## config.mk

```make
export PLATFORM = sky130hd
export DESIGN_NAME = instr_fetch_unit
export DESIGN_NICKNAME = d
export VERILOG_FILES = /design/src/rtl/instr_fetch_unit_pkg.sv /design/src/rtl/instr_fetch_unit_fetch_fifo.sv /design/src/rtl/instr_fetch_unit.sv
export SDC_FILE = /design/constraint.sdc
export NUM_CORES = 1
export LEC_CHECK = 0
export BUFFER_PORTS_ARGS = -buffer_cell sky130_fd_sc_hd__buf_2
export CORE_AREA = 3 3 164 166
export DETAILED_ROUTE_END_ITERATION = 8
export DIE_AREA = 0 0 167 169
export GPL_ROUTABILITY_DRIVEN = 1
export PLACE_DENSITY_LB_ADDON = 0.15
export SKIP_LAST_GASP = 1
export SLEW_MARGIN = 0
export SYNTH_ARGS = -nofsm -noshare
export SYNTH_HDL_FRONTEND = slang
export SYNTH_HIERARCHICAL = 1
export SYNTH_SLANG_ARGS = --single-unit
```

## constraint.sdc

```tcl
create_clock -name clk -period 7.6 [get_ports clk]
set_input_delay 0.38 -clock clk [delete_from_list [all_inputs] [get_ports clk]]
set_output_delay 0.38 -clock clk [all_outputs]
set_load 0.02 [all_outputs]
```

## src/rtl/instr_fetch_unit_pkg.sv

```systemverilog
// instr_fetch_unit_pkg: shared constants for the fetch stage.
// Contents: fetch FSM state encodings, RISC-V instruction field positions,
// default reset PC.
package instr_fetch_unit_pkg;
    localparam logic [1:0] S_BOOT  = 2'd0;
    localparam logic [1:0] S_RUN   = 2'd1;
    localparam logic [1:0] S_DRAIN = 2'd2;
    localparam logic [31:0] RESET_PC_DEFAULT = 32'h0000_0000;
    localparam int OPC_LSB = 0;
    localparam int OPC_MSB = 6;
    localparam int F3_LSB  = 12;
    localparam int F3_MSB  = 14;
    localparam int F7_BIT  = 30;
endpackage

```

## src/rtl/instr_fetch_unit_fetch_fifo.sv

```systemverilog
// instr_fetch_unit_fetch_fifo: DEPTH x W instruction buffer with flush.
// Ports: clk, rst_n (async, active low), push/din write, pop/dout head read,
// flush empties the buffer, count/empty/full status.
module instr_fetch_unit_fetch_fifo #(
    parameter int DEPTH = 2,
    parameter int W     = 64
) (
    input  logic                     clk,
    input  logic                     rst_n,
    input  logic                     push,
    input  logic                     pop,
    input  logic                     flush,
    input  logic [W-1:0]             din,
    output logic [W-1:0]             dout,
    output logic [$clog2(DEPTH):0]   count,
    output logic                     empty,
    output logic                     full
);
    localparam int AW = $clog2(DEPTH);

    logic [W-1:0]  mem [DEPTH];
    logic [AW-1:0] rd, wr;

    always_ff @(posedge clk or negedge rst_n) begin
        if (!rst_n) begin
            rd    <= '0;
            wr    <= '0;
            count <= '0;
        end else if (flush) begin
            rd    <= '0;
            wr    <= '0;
            count <= '0;
        end else begin
            if (push) wr <= wr + 1'b1;
            if (pop) rd <= rd + 1'b1;
            count <= count + {{AW{1'b0}}, push} - {{AW{1'b0}}, pop};
        end
    end

    always_ff @(posedge clk) begin
        if (push && !flush) mem[wr] <= din;
    end

    assign dout  = mem[rd];
    assign empty = count == '0;
    assign full  = count == (AW+1)'(DEPTH);
endmodule

```

## src/rtl/instr_fetch_unit.sv

```systemverilog
// instr_fetch_unit: PC, in-order imem requests, instruction buffer, redirect/flush.
// Ports: clk, rst_n (async, active low); imem_req_* request channel,
// imem_rsp_* response channel; dec_valid/dec_ready with Instr, PC and
// opcode/func3/func7 slices to decode; PCSrc, branch_pc, ImmExt redirect.
// Optional macro FETCH_PERF_EN adds perf_fetched and perf_flushes counters.
module instr_fetch_unit
    import instr_fetch_unit_pkg::*;
#(
    parameter int                ADDR_W     = 32,
    parameter logic [ADDR_W-1:0] RESET_PC   = ADDR_W'(RESET_PC_DEFAULT),
    parameter int                FIFO_DEPTH = 2
) (
    input  logic              clk,
    input  logic              rst_n,
    output logic              imem_req_valid,
    input  logic              imem_req_ready,
    output logic [ADDR_W-1:0] imem_req_addr,
    input  logic              imem_rsp_valid,
    input  logic [31:0]       imem_rsp_data,
    output logic              dec_valid,
    input  logic              dec_ready,
    output logic [31:0]       Instr,
    output logic [ADDR_W-1:0] PC,
    output logic [6:0]        opcode,
    output logic [2:0]        func3,
    output logic              func7,
    input  logic              PCSrc,
    input  logic [ADDR_W-1:0] branch_pc,
`ifdef FETCH_PERF_EN
    input  logic [ADDR_W-1:0] ImmExt,
    output logic [31:0]       perf_fetched,
    output logic [31:0]       perf_flushes
`else
    input  logic [ADDR_W-1:0] ImmExt
`endif
);
    localparam int CW = $clog2(FIFO_DEPTH) + 1;
    localparam int W  = 32 + ADDR_W;

    logic [1:0]        state, state_nxt;
    logic [ADDR_W-1:0] fetch_pc, rsp_pc, sum, target;
    logic [CW-1:0]     outstanding, drop_cnt, out_nxt, drop_nxt, count;
    logic [W-1:0]      head;
    logic              accept, push, pop, empty, full;

    always_comb begin
        sum            = branch_pc + ImmExt;
        target         = {sum[ADDR_W-1:2], 2'b00};
        // Credit rule: words in flight plus buffered words never exceed the buffer.
        imem_req_valid = state == S_RUN && !PCSrc &&
                         ({1'b0, outstanding} + {1'b0, count}) < (CW+1)'(FIFO_DEPTH);
        imem_req_addr  = fetch_pc;
        accept         = imem_req_valid && imem_req_ready;
        push           = imem_rsp_valid && drop_cnt == '0 && !PCSrc && !full;
        dec_valid      = !empty;
        pop            = dec_valid && dec_ready && !PCSrc;
        out_nxt        = outstanding + CW'(accept) - CW'(imem_rsp_valid);
        drop_nxt       = PCSrc ? out_nxt :
                         (imem_rsp_valid && drop_cnt != '0) ? drop_cnt - 1'b1 : drop_cnt;
        state_nxt      = PCSrc ? (out_nxt != '0 ? S_DRAIN : S_RUN) :
                         state == S_BOOT ? S_RUN :
                         (state == S_DRAIN && drop_nxt == '0) ? S_RUN : state;
        Instr          = dec_valid ? head[31:0] : '0;
        PC             = dec_valid ? head[32 +: ADDR_W] : '0;
        opcode         = Instr[OPC_MSB:OPC_LSB];
        func3          = Instr[F3_MSB:F3_LSB];
        func7          = Instr[F7_BIT];
    end

    // Responses are in order and every word issued before a redirect is dropped,
    // so the PC of each kept word is the target plus 4 per word kept since.
    always_ff @(posedge clk or negedge rst_n) begin
        if (!rst_n) begin
            state       <= S_BOOT;
            fetch_pc    <= RESET_PC;
            rsp_pc      <= RESET_PC;
            outstanding <= '0;
            drop_cnt    <= '0;
        end else begin
            state       <= state_nxt;
            outstanding <= out_nxt;
            drop_cnt    <= drop_nxt;
            fetch_pc    <= PCSrc ? target : accept ? fetch_pc + ADDR_W'(4) : fetch_pc;
            rsp_pc      <= PCSrc ? target : push ? rsp_pc + ADDR_W'(4) : rsp_pc;
        end
    end

    instr_fetch_unit_fetch_fifo #(.DEPTH(FIFO_DEPTH), .W(W)) u_fetch_fifo (
        .clk   (clk),
        .rst_n (rst_n),
        .push  (push),
        .pop   (pop),
        .flush (PCSrc),
        .din   ({rsp_pc, imem_rsp_data}),
        .dout  (head),
        .count (count),
        .empty (empty),
        .full  (full)
    );

`ifdef FETCH_PERF_EN
    always_ff @(posedge clk or negedge rst_n) begin
        if (!rst_n) begin
            perf_fetched <= '0;
            perf_flushes <= '0;
        end else begin
            perf_fetched <= perf_fetched + 32'(push);
            perf_flushes <= perf_flushes + 32'(PCSrc);
        end
    end
`endif
endmodule

```

==> PnR_summary.wiki, run 1 <==
{| class="wikitable"
! Metric !! Value
|-
| Clk Tree Root Cell || sky130_fd_sc_hd__clkbuf_16
|-
| Standard-cell rows || 59
|-
| Syn Area/Cell || 11.4 um2
|-
| Final Critical Period || 3.50 ns
|-
| Clock latency on the worst-skew pair || 0.43 ns
|-
| Top achievable clock speed || 286 MHz
|-
| Placed inst area || 12,200 um2
|-
| Final Max Tran Viols || 0
|-
| Clk sink count || 198
|-
| Final period utilization || 46.0%
|-
| Post-CTS sizing || 0
|-
| Most repeated cell in the gate-level netlist after synthesis || sky130_fd_sc_hd__edfxtp_1
|-
| Drc violations || 0
|-
| Overall Power || 0.00322 W
|-
| Clock tree from TritonCTS || done
|-
| FFs w/ async S/R, synth || 35.4%
|-
| Number of violations reported at the end of detailed-routing iteration 0 || 466
|-
| Max-slew headroom at the worst pin || 38.3%
|-
| Final setup vio count || 0
|-
| Final Instance Area || 12,700 um2
|-
| Post-route clock skew || 0.0115 ns
|-
| Run status || finished clean
|-
| WS Path Type || reg2reg
|-
| Largest net degree at the start of global routing || 71
|-
| Post-synthesis instance area || 10,900 um2
|-
| Die outline width || 167 um
|-
| Number of global-route vias before repair || 7,130
|-
| Core footprint || 25,800 um2
|-
| Cell taking the most area after synthesis || sky130_fd_sc_hd__edfxtp_1
|-
| Y dimension of the die || 169 um
|-
| Global-route congestion overflow total || 0
|-
| Mean routed wirelength per cell || 16.4 um
|-
| Number of antenna violations at the first check in global routing || 0
|-
| Dominant register cell in the synthesized netlist || sky130_fd_sc_hd__edfxtp_1
|-
| Number of synthesized register bits || 198
|-
| Leading cell types by total area after synthesis || sky130_fd_sc_hd__edfxtp_1 35%, sky130_fd_sc_hd__dfrtp_1 16%, sky130_fd_sc_hd__mux2_4 6.9%, sky130_fd_sc_hd__ha_1 4.2%, sky130_fd_sc_hd__nor2b_1 4.0%
|-
| Critical path data required time || 7.92 ns
|-
| Instance count of the mapped netlist || 957
|-
| Number of flops mapped to enable cells by yosys || 128
|-
| Setup TNS || 0 ns
|-
| Full die area || 28,200 um2
|-
| Max IR drop VDD || 169 uV
|-
| Length of the first detailed-routing pass in iterations || 5
|-
| Number of input and output port buffers inserted || 208
|-
| Count of inserted antenna diode cells || 0
|-
| Count of unique library cells instantiated by Yosys || 70
|-
| Total detailed-routing wirelength || 24.4 mm
|-
| Max cap viols || 0
|-
| GP Congestion || 0.867
|-
| Core Util, Final || 49.4%
|-
| Number of buffers inserted by hold repair at cts || 0
|-
| First-pass GRT wire length || 38.8 mm
|-
| Total number of H-tree levels || 4
|-
| Type of element capturing the critical path || flop
|-
| Fraction of final layout cells sized beyond drive strength 1 || 28.5%
|-
| Clock-pin slew on the worst setup and hold paths || 0.07 ns
|-
| Power Dens Cells || 253 nW/um2
|-
| Starting density of the core || 42.4%
|-
| Worst hold path class || in2reg
|-
| Post-CTS setup buffer count || 0
|-
| Number of nets in the finished design || 1,283
|-
| Maximum fanout along the worst path || 8
|-
| Critical Path AT || 3.82 ns
|-
| Final hold violations || 0
|-
| Synth-to-Final Area Change || 16.7%
|-
| Reported leakage power || 5.16 nW
|-
| Number of nets with antenna violations after detailed routing || 0
|-
| Worst Setup Start Kind || flop
|-
| Io pins || 211
|-
| Share of the yosys chip area belonging to registers || 51.2%
|-
| Top-area cell type share of the netlist area || 35.2%
|-
| Vias/cell || 5.11
|-
| Worst slew pin tran || 0.919 ns
|-
| Maximum clock path buffer count || 2
|-
| RSZ-0062 raised after global routing || false
|-
| Cell types with the highest counts after synthesis || 128 x sky130_fd_sc_hd__edfxtp_1, 71 x sky130_fd_sc_hd__nor2_1, 70 x sky130_fd_sc_hd__dfrtp_1, 70 x sky130_fd_sc_hd__nor2b_1, 68 x sky130_fd_sc_hd__a21oi_1
|-
| Count of yosys warnings during synthesis || 6
|-
| Number of inserted filler cells in the final layout || 2,370
|-
| Count of vias placed by the detailed router || 7,620
|-
| Total CTS buffers || 17
|-
| Post-DP HPWL || 17.7 mm
|-
| Combined global-route utilization of all metal layers || 17.1%
|}
[layer usage]
metal | vias up | global-route usage (%) | routed length [um]
li1 | 3828 | - | -
met3 | 14 | 3.43 | 1310
met1 | 3570 | 25.1 | 12000
met4 | 0 | 3.87 | 199
met2 | 208 | 26.2 | 10900
met5 | - | 0 | 0
[cells by family (layout without fill, tap and decap cells)]
| kind of cell | count (synthesis) | in the layout | share of synthesized area, % |
|---|---|---|---|
| compound gates | 163 | 163 | 9.20 |
| xor+xnor | 71 | 71 | 5.82 |
| fa+ha+maj | 38 | 38 | 4.42 |
| buf+inv | 71 | 265 | 3.42 |
| flops | 198 | 198 | 51.2 |
| mux | 76 | 76 | 9.43 |
| other cells | 1 | 6 | 0.0343 |
| simple gates | 339 | 339 | 16.4 |
[sequential cells by signal, summed over array words and instances (netlist names)]
signal,count
u_fetch_fifo/count,2
state,2
u_fetch_fifo/rd,1
outstanding,2
drop_cnt,2
u_fetch_fifo/mem,128
rsp_pc,30
imem_req_addr,30
u_fetch_fifo/wr,1
[path summary, 6_finish.rpt]
path | start | to | slack (ns) | cells past startpoint
max reg2reg | u_fetch_fifo/count[0]$_DFF_PN0_ | state[0]$_DFFE_PN0P_ | 4.10 | 14
max in group asynchronous | rst_n | u_fetch_fifo/rd$_DFFE_PN0P_ | 6.78 | 2
min reg2reg | rsp_pc[22]$_DFFE_PN0N_ | u_fetch_fifo/mem[1][54]$_DFFE_PP_ | 0.52 | 0
min | imem_rsp_data[4] | u_fetch_fifo/mem[1][4]$_DFFE_PP_ | 0.14 | 1
min in group asynchronous | rst_n | drop_cnt[0]$_DFF_PN0_ | 0.15 | 2
max | u_fetch_fifo/count[0]$_DFF_PN0_ | state[0]$_DFFE_PN0P_ | 4.10 | 14
[per-stage QoR]
stage | setup WS [ns] | std cells | hold slack, ns
floorplan | 1.30 | 962 | 0.0844
global placement | 4.14 | 1459 | 0.484
CTS | 4.08 | 1491 | 0.119
global route | 3.87 | 1491 | 0.113
finish | 4.10 | 1491 | 0.141
detailed placement | 4.10 | 1459 | 0.495
[power by group]
part	internal (W)	switching, W
Clock	0.000461	0.000408
Combinational	0.000374	0.000585
Sequential	0.00128	0.000120
Total	0.00211	0.00111
[final cells by class]
type	count	area [um2]	share of cell area, %
Timing Repair Buffer	215	1090	8.59
Multi-Input combinational cell	693	4990	39.1
Inverter	18	70.1	0.550
Clock buffer	17	425	3.34
Tap cell	335	419	3.29
Clock inverter	15	144	1.13
Sequential cell	198	5600	44.0
[layout by cell type, fill, tap and decap left out, drive strengths merged, types with 7 or more instances in the layout]
cell	count
nor2b	70
dfrtp	70
ha	37
nand4	19
inv	24
clkbuf	17
nand2b	7
nor4	11
buf	215
xnor2	40
nor3	21
and2	7
a21o	7
a31oi	7
nor2	72
and3	10
o21ai	28
mux2i	11
nand2	68
nand3	33
a21boi	11
xor2	30
a21oi	68
edfxtp	128
mux2	65
[worst max-delay path, stage by stage, from the launching register on]
cell and delay (ns):
sky130_fd_sc_hd__dfrtp_1 0.44, sky130_fd_sc_hd__and2_1 0.18, sky130_fd_sc_hd__fa_1 0.36, sky130_fd_sc_hd__or4b_4 0.58, sky130_fd_sc_hd__nor3_4 0.37, sky130_fd_sc_hd__inv_4 0.09
sky130_fd_sc_hd__ha_1 0.28, sky130_fd_sc_hd__inv_1 0.04, sky130_fd_sc_hd__ha_1 0.17, sky130_fd_sc_hd__xnor2_1 0.13, sky130_fd_sc_hd__xnor2_1 0.21, sky130_fd_sc_hd__nand2_1 0.07
sky130_fd_sc_hd__o21ai_0 0.12, sky130_fd_sc_hd__o21ai_0 0.15, sky130_fd_sc_hd__o21a_1 0.19
(Power assumes the default switching activity.)
==> run 2: changes to the inputs <==
--- a/config.mk
+++ b/config.mk
@@ -5,10 +5,11 @@
 export SDC_FILE = /design/constraint.sdc
 export NUM_CORES = 1
 export LEC_CHECK = 0
+export ABC_AREA = 1
 export BUFFER_PORTS_ARGS = -buffer_cell sky130_fd_sc_hd__buf_2
-export CORE_AREA = 3 3 164 166
+export CORE_AREA = 3 3 174 176
 export DETAILED_ROUTE_END_ITERATION = 8
-export DIE_AREA = 0 0 167 169
+export DIE_AREA = 0 0 177 179
 export GPL_ROUTABILITY_DRIVEN = 1
 export PLACE_DENSITY_LB_ADDON = 0.15
 export SKIP_LAST_GASP = 1
==> constraint.sdc (replaced) <==
create_clock -name clk -period 3.4 [get_ports clk]
set_input_delay 0.17 -clock clk [delete_from_list [all_inputs] [get_ports clk]]
set_output_delay 0.17 -clock clk [all_outputs]
set_load 0.02 [all_outputs]
==> run 2 against run 1 <==
Effect of this change:
- flip-flop and latch count unchanged
- cell count up 42%
- register-to-register slack worse by 3.6 ns
- fmax up 21%
- first-iteration DRC count up 9.0%
- sequential share of layout area down 5.8 points
- highest routed layer unchanged
==> PnR_summary.wiki, run 2 <==
{| class="wikitable"
! Metric !! Value
|-
| Total CTS buffers || 17
|-
| Final setup slack of the worst path || 0.516 ns
|-
| Final hold violations || 0
|-
| Vias/cell || 4.84
|-
| Start point of the worst min-delay path || dec_ready
|-
| Final non-filler cell total || 2,120
|-
| Number of nets in the finished design || 1,863
|-
| Core footprint || 28,800 um2
|-
| Share of the yosys chip area belonging to registers || 45.5%
|-
| Type of element capturing the critical path || flop
|-
| Number of violations reported at the end of detailed-routing iteration 0 || 508
|-
| Count of inserted antenna diode cells || 0
|-
| First-pass GRT wire length || 50.8 mm
|-
| Count of vias placed by the detailed router || 10,265
|-
| Final Critical Period || 2.88 ns
|-
| Reported leakage power || 7.08 nW
|-
| Maximum clock path buffer count || 2
|-
| Die outline width || 177 um
|-
| Number of inserted filler cells in the final layout || 2,841
|-
| Most frequent standard cell in the layout excluding fill and tap cells || sky130_fd_sc_hd__nand2_1
|-
| Number of flops mapped to enable cells by yosys || 128
|-
| Critical path data required time || 3.74 ns
|-
| Top achievable clock speed || 347 MHz
|-
| Core Util, Final || 51.0%
|-
| Total detailed-routing wirelength || 31.6 mm
|-
| Worst setup slack after placement || 0.554 ns
|-
| Flip-flop count of the largest register, all copies and words added || 128
|-
| Clock tree from TritonCTS || done
|-
| Clock-pin slew on the worst setup and hold paths || 0.09 ns
|-
| Worst Setup Start Kind || flop
|-
| Count of yosys warnings during synthesis || 6
|-
| Min-Delay Path Depth || 4
|-
| Internal reg-to-reg setup slack || 0.52 ns
|-
| Drc violations || 0
|-
| Dominant register cell in the synthesized netlist || sky130_fd_sc_hd__edfxtp_1
|-
| Final period utilization || 84.8%
|-
| Number of input and output port buffers inserted || 208
|-
| Cell taking the most area after synthesis || sky130_fd_sc_hd__edfxtp_1
|-
| Run status || finished clean
|-
| Master of the slowest instance on the critical path || sky130_fd_sc_hd__fa_1
|-
| Critical Path AT || 3.23 ns
|-
| Worst r2r src || u_fetch_fifo/count[0]$_DFF_PN0_
|-
| Final setup vio count || 0
|-
| Worst hold path class || in2reg
|-
| Post-CTS sizing || 0
|-
| Cell types with the highest counts after synthesis || 359 x sky130_fd_sc_hd__nand2_1, 229 x sky130_fd_sc_hd__inv_1, 213 x sky130_fd_sc_hd__nor2_1, 128 x sky130_fd_sc_hd__edfxtp_1, 97 x sky130_fd_sc_hd__a21oi_1
|-
| Synth-to-Final Area Change || 19.2%
|-
| Top-area cell type share of the netlist area || 31.2%
|-
| Instance count of the mapped netlist || 1,494
|-
| Combined global-route utilization of all metal layers || 20.2%
|-
| Power Dens Cells || 526 nW/um2
|-
| Fraction of final layout cells sized beyond drive strength 1 || 20.2%
|-
| Placed inst area || 13,700 um2
|-
| Commonest cells after routing, fill and taps aside || 359 x sky130_fd_sc_hd__nand2_1, 229 x sky130_fd_sc_hd__inv_1, 209 x sky130_fd_sc_hd__nor2_1
|-
| DP Cell Count || 2,055
|-
| Post-DP HPWL || 24.2 mm
|-
| Max cap viols || 0
|-
| Io pins || 211
|-
| Syn Area/Cell || 8.23 um2
|-
| FFs w/ async S/R, synth || 35.4%
|-
| Largest net degree at the start of global routing || 67
|-
| Maximum fanout along the worst path || 4
|-
| Largest register by flop count || u_fetch_fifo/mem
|-
| Global-route congestion overflow total || 0
|-
| Mean routed wirelength per cell || 14.9 um
|-
| Post-synthesis instance area || 12,300 um2
|-
| Number of antenna violations at the first check in global routing || 0
|-
| Worst min-delay path endpoint || u_fetch_fifo/rd$_DFFE_PN0P_
|-
| CP Cell Sequence || nand2_1 > inv_1 > fa_1 > nor3_4 > nand2_2 > ha_1 > inv_1 > ha_1 > xnor2_1 > xnor2_1 > nand2_1 > nand2_1 > o211ai_1 > o21ai_0 > inv_1
|-
| Worst slew pin tran || 0.754 ns
|-
| Final Instance Area || 14,700 um2
|-
| Number of global-route vias before repair || 9,974
|-
| Clk sink count || 198
|-
| RSZ-0062 raised after global routing || false
|-
| Crit-path max cell delay || 0.48 ns
|-
| GP Congestion || 0.861
|-
| Leading cell types by total area after synthesis || sky130_fd_sc_hd__edfxtp_1 31%, sky130_fd_sc_hd__dfrtp_1 14%, sky130_fd_sc_hd__nand2_1 11%, sky130_fd_sc_hd__inv_1 7.0%, sky130_fd_sc_hd__nor2_1 6.5%
|-
| Number of synthesized register bits || 198
|-
| Count of unique library cells instantiated by Yosys || 42
|-
| Length of the first detailed-routing pass in iterations || 5
|-
| Standard-cell rows || 62
|-
| Depth of the worst register-to-register path || 15
|-
| Worst reg2reg endpoint || state[0]$_DFFE_PN0P_
|-
| WS Path Type || reg2reg
|-
| Max IR drop VDD || 319 uV
|-
| Post-route clock skew || 0.0163 ns
|-
| Number of nets with antenna violations after detailed routing || 0
|-
| Starting density of the core || 42.7%
|-
| Full die area || 31,700 um2
|-
| Most repeated cell in the gate-level netlist after synthesis || sky130_fd_sc_hd__nand2_1
|-
| Y dimension of the die || 179 um
|-
| Max-slew headroom at the worst pin || 49.7%
|-
| Final Max Tran Viols || 0
|-
| Clock latency on the worst-skew pair || 0.45 ns
|-
| Clk Tree Root Cell || sky130_fd_sc_hd__clkbuf_16
|-
| Total number of H-tree levels || 4
|}
## run 2: changes by cell type in the layout (fill, tap and decap cells not counted), sizes merged, moves of 14 or more
cell | before | now
a21oi | 68 | 107
dlygate4sd3 | 0 | 33
inv | 24 | 241
nand2 | 68 | 363
nand3 | 33 | 61
nor2 | 72 | 218
nor2b | 70 | 0
o21ai | 28 | 42
xnor2 | 40 | 11
## run 2: stage by stage
| stage | hold slack [ns] | TNS, ns | power (W) |
|---|---|---|---|
| after floorplan | -0.126 | -92.76 | 0.00491 |
| after global placement | 0.182 | 0 | 0.00565 |
| after CTS | 0.103 | 0 | 0.00780 |
| after detailed placement | 0.184 | 0 | 0.00569 |
| final | 0.110 | 0 | 0.00772 |
| after global routing | 0.127 | 0 | 0.00821 |
## run 2: worst max path at each step
stage / start / slack, ns / endpoint
after CTS: u_fetch_fifo/count[0]$_DFF_PN0_ / 0.53 / state[0]$_DFFE_PN0P_
after floorplan: drop_cnt[0]$_DFF_PN0_ / -0.72 / u_fetch_fifo/mem[0][0]$_DFFE_PP_
after global routing: u_fetch_fifo/count[0]$_DFF_PN0_ / 0.21 / state[0]$_DFFE_PN0P_
after detailed placement: u_fetch_fifo/count[0]$_DFF_PN0_ / 0.55 / state[0]$_DFFE_PN0P_
final: u_fetch_fifo/count[0]$_DFF_PN0_ / 0.52 / state[0]$_DFFE_PN0P_
after global placement: u_fetch_fifo/count[0]$_DFF_PN0_ / 0.62 / state[0]$_DFFE_PN0P_
## run 2: cell families (layout without fill, tap and decap cells)
family	count (synthesis)	count (layout)	share of synthesized area, %
multiplexers	64	64	7.02
other	1	6	0.0305
flip-flops	198	198	45.5
AO/OA/AOI/OAI	183	183	8.32
XOR/XNOR	32	32	2.28
adder cells (fa/ha/maj)	38	38	3.93
buffers and inverters	282	519	9.57
AND/OR/NAND/NOR	696	696	23.4
## run 2: worst max-delay path: cells and delay by family, from the launching register on
family,cells,cell delay [ns]
adder cells (fa/ha/maj),3,0.93
AND/OR/NAND/NOR,5,0.53
flip-flops,1,0.45
AO/OA/AOI/OAI,2,0.34
buffers and inverters,3,0.15
XOR/XNOR,2,0.40
## run 2: layer usage
metal | vias to the layer above | routed length [um] | track usage, % | share of wire (%)
li1 | 5291 | - | - | -
met1 | 4656 | 13800 | 26.3 | 44
met2 | 281 | 15600 | 35.1 | 49
met3 | 37 | 1750 | 3.24 | 5.5
met4 | 0 | 534 | 5.37 | 1.7
met5 | - | 0 | 0 | 0
## run 2: cell type report
class,count,area (um2),share of cell area [%]
clock buffers,17,425,2.90
clock inverters,15,196,1.34
well taps,384,480,3.28
multi-input cells,1019,5570,38.0
repair buffers,254,1520,10.4
flip-flops and latches,198,5600,38.2
inverters,233,875,5.96
## run 2: repair_timing
action,CTS,global route
hold endpoints to repair,134,0
buffers inserted,0,0
hold buffers,33,0
## run 2: power breakdown
part           internal (W)  switching, W
logic              0.000863       0.00153
clock network       0.00107       0.00101
registers           0.00288      0.000367
